==> src/rtl/multicycle_control_unit.sv <==
// Multicycle RV32I control unit: a Moore FSM that sequences one instruction over several cycles.
// It drives the datapath selects and write strobes, and keeps a sticky illegal-instruction flag and a retired-instruction counter.
//
// state      | meaning
// -----------+-----------------------------------------------
// FETCH      | read instruction at PC, PC <= PC+4 on mem_ready
// DECODE     | classify op, ALUOut <= OldPC + imm
// MEMADR     | ALUOut <= rs1 + imm (lw/sw address)
// MEMREAD    | read data memory at ALUOut
// MEMWB      | rd <= Data
// MEMWRITE   | write data memory at ALUOut until mem_ready
// EXECUTER   | ALUOut <= rs1 op rs2
// EXECUTEI   | ALUOut <= rs1 op imm
// ALUWB      | rd <= ALUOut
// BRANCH     | compare rs1/rs2, PC <= ALUOut if taken
// JALR_ADR   | ALUOut <= rs1 + imm (jalr target)
// JAL        | PC <= ALUOut, ALUOut <= OldPC + 4
// LUI        | ALUOut <= 0 + imm
// ILLEGAL    | trap, absorbing until reset
module multicycle_control_unit #(
    parameter bit MEM_STALL = 1'b1,
    parameter bit BNE_EN    = 1'b1,
    parameter int CNT_W     = 32
) (
    input  logic             clk,
    input  logic             rst_n,
    input  logic [31:0]      instr,
    input  logic             zero,
    input  logic             mem_ready,
    output logic             pc_write,
    output logic             adr_src,
    output logic             mem_write,
    output logic             ir_write,
    output logic [1:0]       result_src,
    output logic [2:0]       alu_control,
    output logic [1:0]       alu_src_a,
    output logic [1:0]       alu_src_b,
    output logic [2:0]       imm_src,
    output logic             reg_write,
    output logic             illegal,
    output logic [CNT_W-1:0] instret
);

    typedef enum logic [3:0] {
        S_FETCH, S_DECODE, S_MEMADR, S_MEMREAD, S_MEMWB, S_MEMWRITE, S_EXECUTER,
        S_EXECUTEI, S_ALUWB, S_BRANCH, S_JALR_ADR, S_JAL, S_LUI, S_ILLEGAL
    } state_t;

    localparam logic [6:0] OP_LOAD   = 7'b0000011;
    localparam logic [6:0] OP_STORE  = 7'b0100011;
    localparam logic [6:0] OP_REG    = 7'b0110011;
    localparam logic [6:0] OP_IMM    = 7'b0010011;
    localparam logic [6:0] OP_BRANCH = 7'b1100011;
    localparam logic [6:0] OP_JAL    = 7'b1101111;
    localparam logic [6:0] OP_JALR   = 7'b1100111;
    localparam logic [6:0] OP_LUI    = 7'b0110111;

    state_t           state_q, state_d;
    logic             illegal_q, illegal_d;
    logic [CNT_W-1:0] instret_q, instret_d;

    logic [6:0] op;
    logic [2:0] f3;
    logic       f7b5;
    logic       rdy;
    logic       funct_ok;
    logic       branch_ok;
    logic [2:0] alu_funct;
    logic       unused_instr_bits;

    assign op   = instr[6:0];
    assign f3   = instr[14:12];
    assign f7b5 = instr[30];
    assign rdy  = (MEM_STALL != 1'b0) ? mem_ready : 1'b1;
    assign unused_instr_bits = ^{instr[31], instr[29:15], instr[11:7]};

    assign funct_ok  = (f3 == 3'b000) || (f3 == 3'b010) || (f3 == 3'b100) ||
                       (f3 == 3'b110) || (f3 == 3'b111);
    assign branch_ok = (f3 == 3'b000) || ((BNE_EN != 1'b0) && (f3 == 3'b001));

    // Only R-type can subtract; addi with instr[30] set is still an add.
    always_comb begin
        alu_funct = 3'b000;
        case (f3)
            3'b000:  alu_funct = (op == OP_REG && f7b5) ? 3'b001 : 3'b000;
            3'b010:  alu_funct = 3'b101;
            3'b100:  alu_funct = 3'b100;
            3'b110:  alu_funct = 3'b011;
            3'b111:  alu_funct = 3'b010;
            default: alu_funct = 3'b000;
        endcase
    end

    always_comb begin
        imm_src = 3'b000;
        case (op)
            OP_STORE:  imm_src = 3'b001;
            OP_BRANCH: imm_src = 3'b010;
            OP_JAL:    imm_src = 3'b011;
            OP_LUI:    imm_src = 3'b100;
            default:   imm_src = 3'b000;
        endcase
    end

    always_comb begin
        state_d     = state_q;
        pc_write    = 1'b0;
        adr_src     = 1'b0;
        mem_write   = 1'b0;
        ir_write    = 1'b0;
        result_src  = 2'b00;
        alu_control = 3'b000;
        alu_src_a   = 2'b00;
        alu_src_b   = 2'b00;
        reg_write   = 1'b0;
        case (state_q)
            S_FETCH: begin
                alu_src_b  = 2'b10;
                result_src = 2'b10;
                ir_write   = rdy;
                pc_write   = rdy;
                if (rdy) state_d = S_DECODE;
            end
            S_DECODE: begin
                alu_src_a = 2'b01;
                alu_src_b = 2'b01;
                case (op)
                    OP_LOAD, OP_STORE: state_d = (f3 == 3'b010) ? S_MEMADR : S_ILLEGAL;
                    OP_REG:    state_d = funct_ok ? S_EXECUTER : S_ILLEGAL;
                    OP_IMM:    state_d = funct_ok ? S_EXECUTEI : S_ILLEGAL;
                    OP_BRANCH: state_d = branch_ok ? S_BRANCH : S_ILLEGAL;
                    OP_JAL:    state_d = S_JAL;
                    OP_JALR:   state_d = S_JALR_ADR;
                    OP_LUI:    state_d = S_LUI;
                    default:   state_d = S_ILLEGAL;
                endcase
            end
            S_MEMADR: begin
                alu_src_a = 2'b10;
                alu_src_b = 2'b01;
                state_d   = (op == OP_LOAD) ? S_MEMREAD : S_MEMWRITE;
            end
            S_MEMREAD: begin
                adr_src = 1'b1;
                if (rdy) state_d = S_MEMWB;
            end
            S_MEMWB: begin
                result_src = 2'b01;
                reg_write  = 1'b1;
                state_d    = S_FETCH;
            end
            S_MEMWRITE: begin
                adr_src   = 1'b1;
                mem_write = 1'b1;
                if (rdy) state_d = S_FETCH;
            end
            S_EXECUTER: begin
                alu_src_a   = 2'b10;
                alu_control = alu_funct;
                state_d     = S_ALUWB;
            end
            S_EXECUTEI: begin
                alu_src_a   = 2'b10;
                alu_src_b   = 2'b01;
                alu_control = alu_funct;
                state_d     = S_ALUWB;
            end
            S_ALUWB: begin
                reg_write = 1'b1;
                state_d   = S_FETCH;
            end
            S_BRANCH: begin
                alu_src_a   = 2'b10;
                alu_control = 3'b001;
                pc_write    = f3[0] ? ~zero : zero;
                state_d     = S_FETCH;
            end
            S_JALR_ADR: begin
                alu_src_a = 2'b10;
                alu_src_b = 2'b01;
                state_d   = S_JAL;
            end
            S_JAL: begin
                alu_src_a = 2'b01;
                alu_src_b = 2'b10;
                pc_write  = 1'b1;
                state_d   = S_ALUWB;
            end
            S_LUI: begin
                alu_src_a = 2'b11;
                alu_src_b = 2'b01;
                state_d   = S_ALUWB;
            end
            S_ILLEGAL: state_d = S_ILLEGAL;
            default:   state_d = S_FETCH;
        endcase
        if (!rst_n) begin
            pc_write  = 1'b0;
            ir_write  = 1'b0;
            mem_write = 1'b0;
            reg_write = 1'b0;
        end
    end

    // An instruction retires on the edge that returns to FETCH; ILLEGAL never does.
    always_comb begin
        illegal_d = illegal_q | (state_d == S_ILLEGAL);
        instret_d = instret_q;
        if (state_d == S_FETCH && state_q != S_FETCH) instret_d = instret_q + CNT_W'(1);
    end

    always_ff @(posedge clk) begin
        if (!rst_n) begin
            state_q   <= S_FETCH;
            illegal_q <= 1'b0;
            instret_q <= '0;
        end else begin
            state_q   <= state_d;
            illegal_q <= illegal_d;
            instret_q <= instret_d;
        end
    end

    assign illegal = illegal_q;
    assign instret = instret_q;

endmodule

==> config.mk <==
export PLATFORM = sky130hd
export DESIGN_NAME = multicycle_control_unit
export DESIGN_NICKNAME = d
export VERILOG_FILES = /design/src/rtl/multicycle_control_unit.sv
export SDC_FILE = /design/constraint.sdc
export NUM_CORES = 1
export LEC_CHECK = 0
export CORE_ASPECT_RATIO = 0.75
export CORE_MARGIN = 3
export CORE_UTILIZATION = 47
export CTS_CLUSTER_DIAMETER = 120
export DETAILED_ROUTE_END_ITERATION = 10
export PLACE_DENSITY = 0.84
export RECOVER_POWER = 100
export SYNTH_ARGS = -nofsm -noshare
export SYNTH_HDL_FRONTEND = slang
export SYNTH_SLANG_ARGS = --single-unit
export TNS_END_PERCENT = 50
==> constraint.sdc <==
create_clock -name clk -period 4.54 [get_ports clk]
set_input_delay 0.908 -clock clk [delete_from_list [all_inputs] [get_ports clk]]
set_output_delay 0.908 -clock clk [all_outputs]
set_load 0.02 [all_outputs]
# --- Word level (Yosys, flattened, before mapping) ---
# Index checks and enable logic that the tools add are counted.
totals:
  ff_bits: 37
  word_cells: 80
  inputBits: 36
classes:
  bitwise_logic: 2
  mux: 27
  reduce_logical: 20
  n_eq_ne: 27
  n_addsub: 1
ops:
  columns: ["operator", "count"]
  rows:
  - ["$add A32 B1 Y32 const B", 1]
  - ["$pmux W4 S8", 1]
  - ["$eq A4 B4 Y1 const B", 7]
  - ["$pmux W4 S7", 1]
  - ["$mux W4", 6]
  - ["$eq A7 B6 Y1 const B", 3]
  - ["$eq A7 B7 Y1 const B", 3]
  - ["$eq A4 B3 Y1 const B", 4]
  - ["$pmux W3 S5", 1]
  - ["$pmux W3 S4", 1]
  - ["$reduce_or A2 Y1", 6]
  - ["$mux W1", 10]
  - ["$reduce_or A5 Y1", 2]
  - ["$eq A3 B3 Y1 const B", 3]
  - ["$eq A4 B2 Y1 const B", 2]
  - ["$logic_not A4 Y1", 2]
  - ["$pmux W2 S2", 2]
  - ["$eq A7 B2 Y1 const B", 1]
  - ["$eq A7 B5 Y1 const B", 1]
  - ["$mux W3", 2]
  - ["$pmux W2 S3", 1]
  - ["$pmux W3 S2", 1]
  - ["$logic_or A1 B1 Y1", 5]
  - ["$eq A4 B1 Y1 const B", 1]
  - ["other kinds (9)", 10]

# --- Logic depth before layout (Yosys ltp) ---
logic_depth:
  word_depth: 10
  mapped_depth: 11

# --- Worst setup path before layout ---
# OpenSTA, ideal clock, no wires.
synth_timing:
  path_type: "in2out"
  from: "in instr[2]"
  to: "out alu_control[0]"
  path_slack_ns: 1.302
  arrival_ns: 2.330
  path_stages: 6
  n_path_buf: 2
  required_time_ns: 3.632
  cell_sequence: "buf_2 or3_1 buf_2 nor2_1 a21oi_1 o32ai_1"
synth_between:
  elab_chain_cells: 5
synth_lines:
  columns: ["element", "line_no", "rtl"]
  rows:
  - ["start: declaration", "27", "input logic [31:0] instr,"]
  - ["$eq A7 B6 Y1", "85", "3'b000: alu_funct = (op == OP_REG && f7b5) ? 3'b001 : 3'b000;"]
  - ["$logic_and A1 B1 Y1", "85", null]
  - ["$mux W1", "85", null]
  - ["$pmux W3 S5", "84", "case (f3)"]
  - ["$pmux W3 S2", "116", "case (state_q)"]
  - ["end: declaration", "35", "output logic [2:0] alu_control,"]
# No other way between the ends.

# --- Worst setup path after layout ---
layout_timing:
  from: "in instr[3]"
  to: "out alu_control[0]"
# The elaborated chain is that of the path after synthesis.

==> flow_summary.json <==
{
  "outcome": "completed",
  "setup_violations": 0,
  "timing_worst_slew_pin_value_ps": 1050,
  "routed_vias": 2504,
  "number_of_global_route_vias_before_repair": 2313,
  "netlist_area_sq_um": 2380,
  "crit-reg2reg-launch": "state_q[1]",
  "ys_dominant_reg_cell": "sky130_fd_sc_hd__dfxtp_1",
  "cp_data_arrival_time_ps": 3310,
  "holdCritStartpoint": "instret[24]",
  "final.setup_skew_ps": 2.50,
  "ys_async_sr_fraction": 0,
  "critical_path_peak_fanout": 7,
  "initialDrtViolationCount": 186,
  "syn_nets": 351,
  "number_of_hold_violations_in_the_final_report": 0,
  "hold_class": "reg2reg",
  "dp.final_hpwl_microns": 4680,
  "setup_tns_ps": 0,
  "cts-root-buf": "sky130_fd_sc_hd__clkbuf_8",
  "yosysUniqueCellTypes": 52,
  "htree_levels": 2,
  "vdd.ir_drop.worst_uv": 180,
  "final_weighted_congestion_in_routability_driven_placement": 0.864,
  "final-max-slew-violation-count": 0,
  "ys_warnings": 0,
  "grt_pass1_wl_microns": 10500,
  "layout_setup_ws_ps": 323,
  "timing.final.crit_share": 0.929,
  "num_antenna_cells": 0,
  "cts-root-to-sink-buffers": 2,
  "synth_sequential_area_ratio": 0.311,
  "worst_r2r_path_depth": 8,
  "insertion_delay_ps": 280,
  "finish.net_count": 404,
  "power_leakage_nw": 1.12,
  "rows": 21,
  "layout.core_utilization": 0.655,
  "numCtsBuffers": 5,
  "worst-endpoint-required_ps": 3630,
  "track_usage": 0.221,
  "ant_nets": 0,
  "min_path_cells": 2,
  "numPortBuffers": 64,
  "timing.slew.headroom": 0.290,
  "drive_above_1_share": 0.0326,
  "antenna_found_initial": 0,
  "top_cells_by_count_synth": "sky130_fd_sc_hd__dfxtp_1 (37), sky130_fd_sc_hd__nor2_1 (33), sky130_fd_sc_hd__a21oi_1 (26)",
  "post-synth-top-area-cell": "sky130_fd_sc_hd__dfxtp_1",
  "crit_type": "in2out",
  "routed_wirelength_microns": 6330,
  "cts_resized": 0,
  "syn-instance-count": 314,
  "placement.cell_area_sq_um": 3010,
  "start_kind": "input port",
  "synth_largest_type_area_fraction": 0.311,
  "critPathCaptureType": "output port",
  "routed_length_per_placed_instance_microns": 14.9,
  "synth.ff_latch_count": 37,
  "die_area_sq_um": 5960,
  "syn-mean-instance-area_sq_um": 7.58,
  "die_w_microns": 88.2,
  "cts_tree": "yes",
  "die_height_microns": 67.6,
  "yosys.cell_count.top_type": "sky130_fd_sc_hd__dfxtp_1",
  "place_worst_setup_slack_ps": 452,
  "final_period_minus_worst_setup_slack_ps": 4220,
  "largest_net_degree_at_the_start_of_global_routing": 32,
  "postLayoutCellArea_sq_um": 3060,
  "number_of_enable_flip_flop_cells_after_synthesis": 0,
  "drt_drc_violations_left": 0,
  "clock-sinks": 37,
  "power-per-cell-area_nw_per_um2": 255,
  "crit_start": "instr[3]",
  "overflow": 0,
  "routed_via_density": 5.89,
  "first_pass_iters": 5,
  "ctsHoldBuffers": 0,
  "cts_setup_buffers": 0,
  "syn_to_final_growth_pct": 28.6,
  "synth_top_cells_by_area": "sky130_fd_sc_hd__dfxtp_1 (31%), sky130_fd_sc_hd__xnor2_1 (6.3%), sky130_fd_sc_hd__a21oi_1 (5.5%), sky130_fd_sc_hd__nor2_1 (5.2%), sky130_fd_sc_hd__nand3_1 (4.4%)",
  "core_sq_um": 4680,
  "cap_viol_max_count": 0,
  "clk_pin_slew_ps": 70,
  "grt_setup_unrepaired": "false",
  "achievable-frequency_mhz": 237,
  "start_util": 0.509,
  "io_pins": 86
}
## cells in the final DEF (no fill, tap or decap), drive strengths merged, types with 3 or more instances in the layout
master	count
a211oi	3
a21boi	3
a21oi	26
and2	4
and3	4
and4	4
clkbuf	9
clkdlybuf4s50	13
dfxtp	37
dlygate4sd3	51
inv	6
mux2i	4
nand2	23
nand2b	9
nand3	21
nand4	9
nor2	33
nor2b	3
nor3	15
nor3b	3
nor4	8
o21ai	17
or3	13
xnor2	17
xor2	3
## cell type report
| class | instances | area (sq um) |
|---|---|---|
| flip-flops and latches | 37 | 741 |
| multi-input cells | 251 | 1500 |
| inverters | 6 | 22.5 |
| fillers | 409 | 1620 |
| repair buffers | 66 | 652 |
| clock buffers | 8 | 80.1 |
| well taps | 57 | 71.3 |
## registers in the layout (all words and copies together) (netlist names)
| register | count |
|---|---|
| instret | 32 |
| state_q | 4 |
| illegal | 1 |
## cell families after synthesis
logic type	share of synthesized area
AND/OR/NAND/NOR	0.359
flip-flops	0.311
XOR/XNOR	0.0736
buffers and inverters	0.0494
multiplexers	0.0215
adder cells (fa/ha/maj)	0.00525
AO/OA/AOI/OAI	0.180
## routing by layer
layer  routed length [microns]  track usage  up-vias
met5                         0            0        -
met4                        65       0.0623        0
met3                       391       0.0524        9
met2                      2790        0.336       80
met1                      3070        0.312     1166
li1                          -            -     1249
## worst max-delay path, cell delays in order
cell	delay, ps
sky130_fd_sc_hd__dlygate4sd3_1	640
sky130_fd_sc_hd__or3_1	500
sky130_fd_sc_hd__nor2_1	250
sky130_fd_sc_hd__a21oi_1	100
sky130_fd_sc_hd__o32ai_1	200
sky130_fd_sc_hd__dlygate4sd3_1	700
## report_power, final
group | total (mW) | switching [mW] | internal [mW] | leakage [nW]
registers | 0.355 | 0.0224 | 0.333 | 0.299
clock network | 0.217 | 0.108 | 0.109 | 0.0395
logic | 0.209 | 0.119 | 0.0898 | 0.786
total | 0.781 | 0.249 | 0.532 | 1.12
## path summary, 6_finish.rpt
kind              slack [ps]             end
hold / removal           480     instret[24]
setup / recovery         320  alu_control[0]
setup reg to reg        1670     instret[26]
hold reg to reg          480     instret[24]
## metrics by stage
step                      instances  power, mW  hold WS (ps)
after global routing            425      0.819           495
after detailed placement        417      0.584           474
after floorplan                 314      0.507           549
after global placement          417      0.580           463
final                           425      0.781           475
after CTS                       425      0.798           483
Note: power is estimated with default switching activity, not from simulation.
